## src/rtl/musicbox_keys_pkg.sv

```systemverilog
// Shared key-scanner definitions: key counts and the mode-key index encoding.
package musicbox_keys_pkg;

  localparam int NUM_MUSIC_KEYS = 6;
  localparam int NUM_MODE_KEYS  = 5;

  typedef enum logic [2:0] {
    MK_SONG0   = 3'd0,
    MK_SONG1   = 3'd1,
    MK_MAKEREC = 3'd2,
    MK_PLAYREC = 3'd3,
    MK_BEE     = 3'd4
  } mode_key_e;

endpackage

```

## src/rtl/key_debounce_channel.sv

```systemverilog
// One key channel: two-flop synchroniser, polarity normalisation, tick-driven
// debounce counter, accepted level and registered press/release pulses.
module key_debounce_channel #(
  parameter int DEBOUNCE_TICKS   = 20,
  parameter bit INPUT_ACTIVE_LOW = 1'b1
) (
  input  logic clk,
  input  logic rst_n,
  input  logic tick,
  input  logic pin_raw,
  output logic level,
  output logic press,
  output logic rel
);

  // Synchroniser resets to the pin's released level so reset never looks like a press.
  localparam logic       IDLE_RAW = INPUT_ACTIVE_LOW;
  localparam logic [7:0] CNT_LAST = 8'(DEBOUNCE_TICKS - 1);

  logic       sync1_q, sync1_d;
  logic       sync2_q, sync2_d;
  logic       stable_q, stable_d;
  logic [7:0] cnt_q, cnt_d;
  logic       press_q, press_d;
  logic       rel_q, rel_d;
  logic       sample;

  assign sample = sync2_q ^ INPUT_ACTIVE_LOW;

  // Next-state: synchroniser shift and debounce decision on each tick.
  always_comb begin
    sync1_d  = pin_raw;
    sync2_d  = sync1_q;
    stable_d = stable_q;
    cnt_d    = cnt_q;
    press_d  = 1'b0;
    rel_d    = 1'b0;
    if (tick) begin
      if (sample == stable_q) begin
        cnt_d = 8'd0;
      end else if (cnt_q == CNT_LAST) begin
        stable_d = sample;
        cnt_d    = 8'd0;
        press_d  = sample;
        rel_d    = ~sample;
      end else begin
        cnt_d = cnt_q + 8'd1;
      end
    end
  end

  // State registers; pulses land in the same cycle as the level change.
  always_ff @(posedge clk or negedge rst_n) begin
    if (!rst_n) begin
      sync1_q  <= IDLE_RAW;
      sync2_q  <= IDLE_RAW;
      stable_q <= 1'b0;
      cnt_q    <= 8'd0;
      press_q  <= 1'b0;
      rel_q    <= 1'b0;
    end else begin
      sync1_q  <= sync1_d;
      sync2_q  <= sync2_d;
      stable_q <= stable_d;
      cnt_q    <= cnt_d;
      press_q  <= press_d;
      rel_q    <= rel_d;
    end
  end

  assign level = stable_q;
  assign press = press_q;
  assign rel   = rel_q;

endmodule

```

## src/rtl/key_input_scanner.sv

```systemverilog
// Key input scanner: sample-tick prescaler, 11 debounced key channels and a
// lowest-index-wins mode-key event. Optional long-press detection on the mode
// keys is built only when KEYIN_LONGPRESS_EN is defined; otherwise
// modeKey_longPress is tied low.
module key_input_scanner
  import musicbox_keys_pkg::*;
#(
  parameter int PRESCALE_DIV     = 50000,
  parameter int DEBOUNCE_TICKS   = 20,
  parameter bit INPUT_ACTIVE_LOW = 1'b1,
  parameter int LONGPRESS_TICKS  = 1000
) (
  input  logic                      CLK_50Mhz,
  input  logic                      reset_n,
  input  logic [NUM_MUSIC_KEYS-1:0] max10Board_GPIO_Input_MusicKeys,
  input  logic [NUM_MODE_KEYS-1:0]  max10Board_GPIO_Input_ModeKeys,
  output logic [NUM_MUSIC_KEYS-1:0] output_MusicKey,
  output logic [NUM_MUSIC_KEYS-1:0] output_MusicKey_press,
  output logic [NUM_MUSIC_KEYS-1:0] output_MusicKey_release,
  output logic [NUM_MODE_KEYS-1:0]  output_ModeKey,
  output logic                      modeKey_valid,
  output logic [2:0]                modeKey_index,
  output logic [NUM_MODE_KEYS-1:0]  modeKey_longPress
);

  localparam int NUM_KEYS = NUM_MUSIC_KEYS + NUM_MODE_KEYS;
  localparam int PS_W     = (PRESCALE_DIV > 1) ? $clog2(PRESCALE_DIV) : 1;
  localparam logic [PS_W-1:0] PS_LAST = PS_W'(PRESCALE_DIV - 1);

  logic [PS_W-1:0]          ps_q, ps_d;
  logic                     tick;
  logic [NUM_KEYS-1:0]      raw_all, lvl_all, press_all, rel_all;
  logic [NUM_MODE_KEYS-1:0] mode_lvl, mode_press;
  mode_key_e                mode_idx;

  assign tick = (ps_q == PS_LAST);

  // Prescaler next count: wraps to 0 on the tick cycle.
  always_comb begin
    ps_d = tick ? '0 : ps_q + 1'b1;
  end

  // Prescaler register.
  always_ff @(posedge CLK_50Mhz or negedge reset_n) begin
    if (!reset_n) ps_q <= '0;
    else          ps_q <= ps_d;
  end

  assign raw_all = {max10Board_GPIO_Input_ModeKeys, max10Board_GPIO_Input_MusicKeys};

  for (genvar g = 0; g < NUM_KEYS; g++) begin : g_chan
    key_debounce_channel #(
      .DEBOUNCE_TICKS  (DEBOUNCE_TICKS),
      .INPUT_ACTIVE_LOW(INPUT_ACTIVE_LOW)
    ) u_chan (
      .clk    (CLK_50Mhz),
      .rst_n  (reset_n),
      .tick   (tick),
      .pin_raw(raw_all[g]),
      .level  (lvl_all[g]),
      .press  (press_all[g]),
      .rel    (rel_all[g])
    );
  end

  assign output_MusicKey         = lvl_all[NUM_MUSIC_KEYS-1:0];
  assign output_MusicKey_press   = press_all[NUM_MUSIC_KEYS-1:0];
  assign output_MusicKey_release = rel_all[NUM_MUSIC_KEYS-1:0];
  assign mode_lvl                = lvl_all[NUM_KEYS-1:NUM_MUSIC_KEYS];
  assign mode_press              = press_all[NUM_KEYS-1:NUM_MUSIC_KEYS];
  assign output_ModeKey          = mode_lvl;

  // Priority encode simultaneous mode presses; the lowest index wins.
  always_comb begin
    mode_idx = MK_SONG0;
    for (int i = NUM_MODE_KEYS - 1; i >= 0; i--) begin
      if (mode_press[i]) mode_idx = mode_key_e'(i[2:0]);
    end
  end

  assign modeKey_valid = |mode_press;
  assign modeKey_index = mode_idx;

`ifdef KEYIN_LONGPRESS_EN
  localparam logic [9:0] LP_TARGET = 10'(LONGPRESS_TICKS);

  logic [NUM_MODE_KEYS-1:0][9:0] hold_q, hold_d;
  logic [NUM_MODE_KEYS-1:0]      lp_q, lp_d;

  // Hold counters: count ticks while pressed, saturate, clear on release;
  // the pulse fires only on the tick that lands exactly on the target.
  always_comb begin
    hold_d = hold_q;
    lp_d   = '0;
    for (int i = 0; i < NUM_MODE_KEYS; i++) begin
      if (!mode_lvl[i]) begin
        hold_d[i] = 10'd0;
      end else if (tick && (hold_q[i] != 10'h3FF)) begin
        hold_d[i] = hold_q[i] + 10'd1;
        lp_d[i]   = ((hold_q[i] + 10'd1) == LP_TARGET);
      end
    end
  end

  // Hold counter and long-press pulse registers.
  always_ff @(posedge CLK_50Mhz or negedge reset_n) begin
    if (!reset_n) begin
      hold_q <= '0;
      lp_q   <= '0;
    end else begin
      hold_q <= hold_d;
      lp_q   <= lp_d;
    end
  end

  assign modeKey_longPress = lp_q;
`else
  assign modeKey_longPress = '0;
`endif

endmodule

```

## config.mk

```make
export PLATFORM = sky130hd
export DESIGN_NAME = key_input_scanner
export DESIGN_NICKNAME = d
export VERILOG_FILES = /design/src/rtl/musicbox_keys_pkg.sv /design/src/rtl/key_debounce_channel.sv /design/src/rtl/key_input_scanner.sv
export SDC_FILE = /design/constraint.sdc
export NUM_CORES = 1
export LEC_CHECK = 0
export BUFFER_PORTS_ARGS = -buffer_cell sky130_fd_sc_hd__buf_2
export CELL_PAD_IN_SITES_DETAIL_PLACEMENT = 1
export CELL_PAD_IN_SITES_GLOBAL_PLACEMENT = 2
export CORE_MARGIN = 4
export CORE_UTILIZATION = 40
export DETAILED_ROUTE_END_ITERATION = 8
export GPL_ROUTABILITY_DRIVEN = 0
export PLACE_DENSITY = 0.82
export SLEW_MARGIN = 40
export SYNTH_ARGS = -nofsm -noshare
export SYNTH_HDL_FRONTEND = slang
export SYNTH_SLANG_ARGS = --single-unit
```

## constraint.sdc

```tcl
create_clock -name CLK_50Mhz -period 2.7 [get_ports CLK_50Mhz]
set_clock_uncertainty 0.2 [all_clocks]
set_input_delay 0.675 -clock CLK_50Mhz [delete_from_list [all_inputs] [get_ports CLK_50Mhz]]
set_output_delay 0.675 -clock CLK_50Mhz [all_outputs]
set_load 0.02 [all_outputs]
```

==> key figures, run 1 <==
STA
  • Period Utilization, post-route: 0.9179
  • Slew HR: 0.5929
  • Setup TNS: 0 ns
  • Final hold viol count: 0
  • Final setup viols: 0
  • Final max-slew violation count: 0
  • F_max: 403.5 MHz
  • RSZ-0062 raised after global routing: no
  • Worst slew pin tran: 0.6106 ns
  • Fin crit period: 2.478 ns

Logic synthesis
  • Syn. warnings: 0
  • Most frequently used flop master after synthesis: dfrtp_1
  • Synth async-reset ratio: 1.000
  • Synth cell count leaders: dfrtp_1 (132), o21ai_0 (66), nor2_1 (58), nand2_1 (45), a22o_1 (44)
  • Area leader, netlist: dfrtp_1
  • Register bit total from synthesis: 154
  • Synth cell types: 54
  • Synth top area cells: dfrtp_1 (44%), dfstp_2 (7.7%), a22o_1 (5.1%)
  • Cell Area, Synth: 7488 µm²
  • Sequential element share of the synthesized area: 0.5183
  • Yosys top cell area share: 0.4411
  • Syn_area_per_cell: around 10 µm²
  • Mapped Cells: 724
  • Top-count cell post-synth: dfrtp_1
  • Number of synthesized flops with an enable pin: 0

Power
  • Worst vdd ir: approximately 0.37 mV
  • Logic pwr share: 0.022
  • Sequential Power Share: 0.501
  • PD cells: 560.4 nW/µm²
  • Sw power: 1010 µW
  • Sw Ratio: 0.2151
  • Part of the power in the clock network: 0.477
  • LEAKAGE: 0.003813 µW
  • Int Pwr: roughly 3700 µW

Clocking
  • Sink Count: ~150
  • Cts hold-fix bufs: 0
  • Clock tree buffer depth: 2
  • Htree depth: 4
  • Root buffer cell: clkbuf_16
  • CTS clk-pin slew, worst paths: 0.06 ns
  • CTS resizes: 0
  • Skew-Pair Late Insertion Delay: 0.42 ns
  • Clock buffer count from CTS: 17
  • Total setup buffers inserted after CTS: 0
  • CTS tree: yes

Drt
  • Routed WL: 17230 µm
  • Drt pass-1 iters: 4
  • DRT antenna net count: 0
  • Via count: 5668
  • Initial drt markers: 247
  • Vias per cell: 5.702
  • DRC viols: 0
  • Routed len/inst: between 15 and 20 µm

Place
  • IO Port Bufs: 39
  • Post-DP HPWL: 11950 µm
  • Placed Instance Area: just under 8000 µm²

Global routing
  • Global route hottest layer: met2
  • Met2 Resource Use GR: 0.2978
  • Met3 usage: 0.03779
  • First-pass GRT wire length: 29460 µm
  • Vias in the first global route: 5944
  • Global Route met1 Usage: 0.2209
  • Total GRT Usage: 0.1736
  • Initial antenna violation count: 0
  • GRT overflow: 0
  • Largest net degree at the start of global routing: between 50 and 60

Setup path
  • Worst setup EP type: register
  • Crit path max fanout: 17
  • R2R Path End: g_chan[8].u_chan.cnt_q[0]$_DFFE_PN0N_
  • Worst R2R Start: ps_q[0]$_DFF_PN0_
  • Cell depth of the worst flop-to-flop path: 6
  • Crit path kind: register to register
  • Crit path to: g_chan[8].u_chan.cnt_q[0]$_DFFE_PN0N_
  • CP arrival: roughly 2.6 ns
  • Worst EP required: about 2.9 ns
  • Startpoint types: register
  • Crit path from: ps_q[0]$_DFF_PN0_
  • Reg2reg setup slack: 0.22 ns

Floorplan
  • Die Span X: 144.8 µm
  • Die Area: 20970 µm²
  • Core ar.: 18210 µm²
  • Io pins: 45
  • Row count: 49
  • Starting Density: 0.4113
  • Die Ht: 144.8 µm

Finish
  • P&R area growth vs syn: 11.85%
  • Post-layout util: 0.4600
  • Layout fillers: 2020
  • Layout cells sized above 1: 0.1542
  • Antenna Diode Count: 0
  • Final Cell Area: around 8400 µm²
  • Nets: 778

Worst hold path
  • Worst Hold Class: input port to asynchronous set/reset pin

Outcome
  • Status: finished, final reports clean

Job
  • Max-cap violations: 0
routing by layer:
metal / up-vias / part of all wire / wire [µm]
li1: 2687 / - / -
met1: 2904 / 0.46 / 7941
met2: 62 / 0.50 / 8690
met3: 15 / 0.024 / 415
met4: 0 / 0.011 / 183
met5: - / 0 / 0
how the worst min path moves through the flow:
stage                                        from                                  to  slack, ns  depth (start not counted)
2_1_floorplan  g_chan[0].u_chan.sync1_q$_DFF_PN1_  g_chan[0].u_chan.sync2_q$_DFF_PN1_       0.15                          0
3_3_place_gp   g_chan[9].u_chan.sync1_q$_DFF_PN1_  g_chan[9].u_chan.sync2_q$_DFF_PN1_       0.15                          0
3_5_place_dp   g_chan[1].u_chan.sync1_q$_DFF_PN1_  g_chan[1].u_chan.sync2_q$_DFF_PN1_       0.15                          0
4_1_cts                                   reset_n    g_chan[4].u_chan.press$_DFF_PN0_       0.01                          1
5_1_grt                                   reset_n    g_chan[4].u_chan.press$_DFF_PN0_       0.03                          1
6_report                                  reset_n    g_chan[4].u_chan.press$_DFF_PN0_      0.002                          1
layout make-up:
cell class | instances | area, µm² | area share
Clock inverter | 10 | 75.07 | 0.008963
Multi-Input combinational cell | 507 | 3254 | 0.3886
Timing Repair Buffer | 50 | 321.6 | 0.03839
Tap cell | 229 | 286.5 | 0.03421
Inverter | 23 | 86.33 | 0.01031
Sequential cell | 154 | 3881 | 0.4634
Clock buffer | 21 | 470.5 | 0.05617
state kept, by name (all words and copies together), names as in the netlist:
name	cells
g_chan.u_chan.sync1_q	11
ps_q	16
g_chan.u_chan.cnt_q	88
g_chan.u_chan.level	11
g_chan.u_chan.press	11
g_chan.u_chan.rel	6
g_chan.u_chan.sync2_q	11
power groups by stage:
stage | Combinational (µW) | Clock [µW] | Sequential [µW]
final | 104 | 2240 | 2350
after global placement | 105 | 0 | 2390
after global routing | 122 | 2410 | 2350
after floorplan | 38.8 | 0 | 2390
after CTS | 109 | 2310 | 2350
after detailed placement | 109 | 0 | 2390
logic make-up after synthesis:
| kind of cell | synth area share |
|---|---|
| simple gates | 0.2010 |
| compound gates | 0.1703 |
| flops | 0.5183 |
| buf+inv | 0.05029 |
| xor+xnor | 0.02690 |
| fa+ha+maj | 0.02005 |
| mux | 0.01270 |
| other cells | 0.0005008 |
cells in the final DEF (no fill, tap or decap), types with 5 or more instances in the layout:
master	synthesis	routed
nor2_1	58	58
xnor2_1	7	7
o211ai_1	6	6
buf_2	10	38
ha_1	12	12
o2bb2ai_1	5	5
dfrtp_1	132	132
nand2b_1	11	11
dfstp_2	22	22
inv_1	23	23
o21ai_0	66	66
a21o_1	13	13
xor2_1	16	16
and4_1	8	8
clkbuf_16	0	17
nor3b_1	7	7
nand4_1	18	18
buf_4	30	8
and3_1	21	21
nand3_1	38	38
nor2b_1	10	10
a21oi_1	15	15
conb_1	1	5
nand2_1	45	45
and2_1	5	5
nor4_1	7	7
a22o_1	44	44
nor3_1	16	16
clkinv_2	0	9
or3_1	9	9
o22ai_1	6	6
o31ai_1	10	10
mux2i_1	5	5
nor4b_1	6	6
worst max-delay path, cell delays in order (launching register included):
cell and delay, ns:
dfrtp_1 0.42, ha_1 0.25, and3_1 0.30, nand4_4 0.30, buf_4 0.30, nor2_1 0.39, mux2_2 0.25
through the flow:
| stage | power [µW] | setup WS, ns | cells | hold slack, ns |
|---|---|---|---|---|
| after floorplan | 2428 | 0.7586 | 728 | 0.1452 |
| final | 4694 | 0.2215 | 994 | 0.001913 |
| after global routing | 4883 | 0.02076 | 994 | 0.03287 |
| after detailed placement | 2502 | 0.1967 | 963 | 0.1475 |
| after global placement | 2497 | 0.3337 | 963 | 0.1459 |
| after CTS | 4773 | 0.1992 | 994 | 0.01459 |
Note: power is estimated with default switching activity, not from simulation.
==> run 2, diff against run 1 <==
ABC_CLOCK_PERIOD_IN_PS = 2900   (was default)
CORE_UTILIZATION = 43   (was 40)
PLACE_DENSITY = 0.87   (was 0.82)
SKIP_CTS_REPAIR_TIMING = 1   (was default)
clock period = 2.9 ns   (was 2.7 ns; I/O delays follow)
==> key figures, run 2 (same netlist as run 1, synthesis figures left out) <==
Power
  • Sw power: between 900 and 1000 µW
  • Sequential Power Share: 0.484
  • Part of the power in the clock network: 0.495
  • Worst vdd ir: 0.3511 mV
  • LEAKAGE: 0.003808 µW
  • Logic pwr share: 0.022
  • Sw Ratio: 0.2145
  • Int Pwr: 3555 µW
  • PD cells: 539.2 nW/µm²

Global routing
  • GRT overflow: 0
  • Total GRT Usage: 0.1858
  • Largest net degree at the start of global routing: 55
  • Vias in the first global route: 6178
  • First-pass GRT wire length: 30110 µm
  • Initial antenna violation count: 0

Finish
  • Most common cell after layout, fill and taps aside: dfrtp_1
  • Post-layout util: 0.4990
  • Max reg flops: 88
  • Nets: 775
  • Largest reg by FF count: g_chan.u_chan.cnt_q
  • Layout cells sized above 1: 0.1522
  • Biggest regs: g_chan.u_chan.cnt_q: 88 flops, ps_q: 16 flops
  • Most frequent cells in the layout: dfrtp_1 (132), o21ai_0 (66), nor2_1 (58)
  • Layout Cells excl Fill: 982
  • P&R area growth vs syn: 12.06%
  • Antenna Diode Count: 0

Setup path
  • Reg2reg setup slack: 0.36 ns
  • Crit path max fanout: 25
  • CP max stage cell: dfrtp_1
  • R2R Path End: g_chan[9].u_chan.cnt_q[0]$_DFFE_PN0N_
  • CP max stage delay: 0.42 ns
  • CP cell instances: ha_1, and3_1, nand4_4, buf_4, nor2_1, mux2_2
  • Worst EP required: between 3 and 4 ns
  • CP arrival: 2.71 ns
  • Cell depth of the worst flop-to-flop path: 6
  • Worst R2R Start: ps_q[0]$_DFF_PN0_
  • Worst setup EP type: register
  • Startpoint types: register
  • Crit path kind: register to register

STA
  • Hold WS: 0.04745 ns
  • Period Utilization, post-route: 0.8763
  • Worst slew pin tran: around 0.6 ns
  • Setup TNS: 0 ns
  • Fin crit period: 2.541 ns
  • Final max-slew violation count: 0
  • Final setup viols: 0
  • Final hold viol count: 0
  • F_max: 393.5 MHz
  • Post-route setup slack: ~0.36 ns
  • RSZ-0062 raised after global routing: no
  • Slew HR: 0.5973

Clocking
  • Clock buffer count from CTS: 17
  • Sink Count: roughly 150
  • Clock tree buffer depth: 2
  • Root buffer cell: clkbuf_16
  • Htree depth: 4
  • CTS tree: yes
  • CTS clk-pin slew, worst paths: approximately 0.06 ns
  • Skew-Pair Late Insertion Delay: 0.43 ns

Floorplan
  • Die Area: 19590 µm²
  • Io pins: 45
  • Starting Density: 0.4452
  • Row count: 47
  • Die Ht: 140.0 µm
  • Core ar.: 16820 µm²
  • Die Span X: 140.0 µm

Outcome
  • Status: finished, final reports clean

Drt
  • Via count: 5662
  • Routed WL: 17100 µm
  • Vias per cell: 5.766
  • DRC viols: 0
  • Routed len/inst: 17.42 µm
  • Initial drt markers: between 200 and 250
  • Drt pass-1 iters: 4
  • DRT antenna net count: 0

Place
  • DP Worst Slack: ~0.35 ns
  • IO Port Bufs: 39
  • Post-DP HPWL: 11650 µm
  • Placed insts: between 900 and 1000

Worst hold path
  • Worst Hold Class: input port to asynchronous set/reset pin

Job
  • Max-cap violations: 0
## run 2: per-stage QoR
stage | area [µm²] | total power (µW)
finish | 8392 | 4525
global route | 8392 | 4712
CTS | 8392 | 4587
detailed placement | 7796 | 2329
global placement | 7796 | 2326
floorplan | 7503 | 2260
## run 2: cell type report
type / count / area (µm²)
fill: 1884 / 8427
sequential: 154 / 3881
multi-input combinational: 507 / 3254
clock buffer: 21 / 480.5
timing repair buffer: 47 / 299.0
tap: 220 / 275.3
clock inverter: 10 / 115.1
inverter: 23 / 86.33
## run 2: power by group through the flow
stage | Combinational (µW) | Clock [µW] | Sequential [µW]
final | 97.9 | 2240 | 2190
after global routing | 114 | 2410 | 2190
after CTS | 102 | 2300 | 2190
after detailed placement | 102 | 0 | 2230
after global placement | 99.7 | 0 | 2230
after floorplan | 36.2 | 0 | 2220
## run 2: worst max-delay path: cells and delay by family, from the launching register on
family	cells	cell delay [ns]
AND/OR/NAND/NOR	3	1.02
flip-flops	1	0.42
buffers and inverters	1	0.34
adder cells (fa/ha/maj)	1	0.25
multiplexers	1	0.24
## run 2: per-layer routing
layer  track usage  vias to the layer above  share of wire
li1              -                     2681              -
met1        0.2292                     2904           0.45
met2        0.3211                       60           0.51
met3       0.05181                       17          0.031
met4       0.05150                        0          0.011
met5             0                        -              0
## run 2: how the worst max path moves through the flow
stage,cells past startpoint,end,startpoint
final,6,g_chan[9].u_chan.cnt_q[0]$_DFFE_PN0N_,ps_q[0]$_DFF_PN0_
after global routing,6,g_chan[9].u_chan.cnt_q[0]$_DFFE_PN0N_,ps_q[0]$_DFF_PN0_
after CTS,6,g_chan[9].u_chan.cnt_q[0]$_DFFE_PN0N_,ps_q[0]$_DFF_PN0_
after detailed placement,6,g_chan[9].u_chan.cnt_q[0]$_DFFE_PN0N_,ps_q[0]$_DFF_PN0_
after global placement,6,g_chan[0].u_chan.cnt_q[4]$_DFFE_PN0N_,ps_q[0]$_DFF_PN0_
after floorplan,7,g_chan[0].u_chan.cnt_q[5]$_DFFE_PN0N_,ps_q[0]$_DFF_PN0_
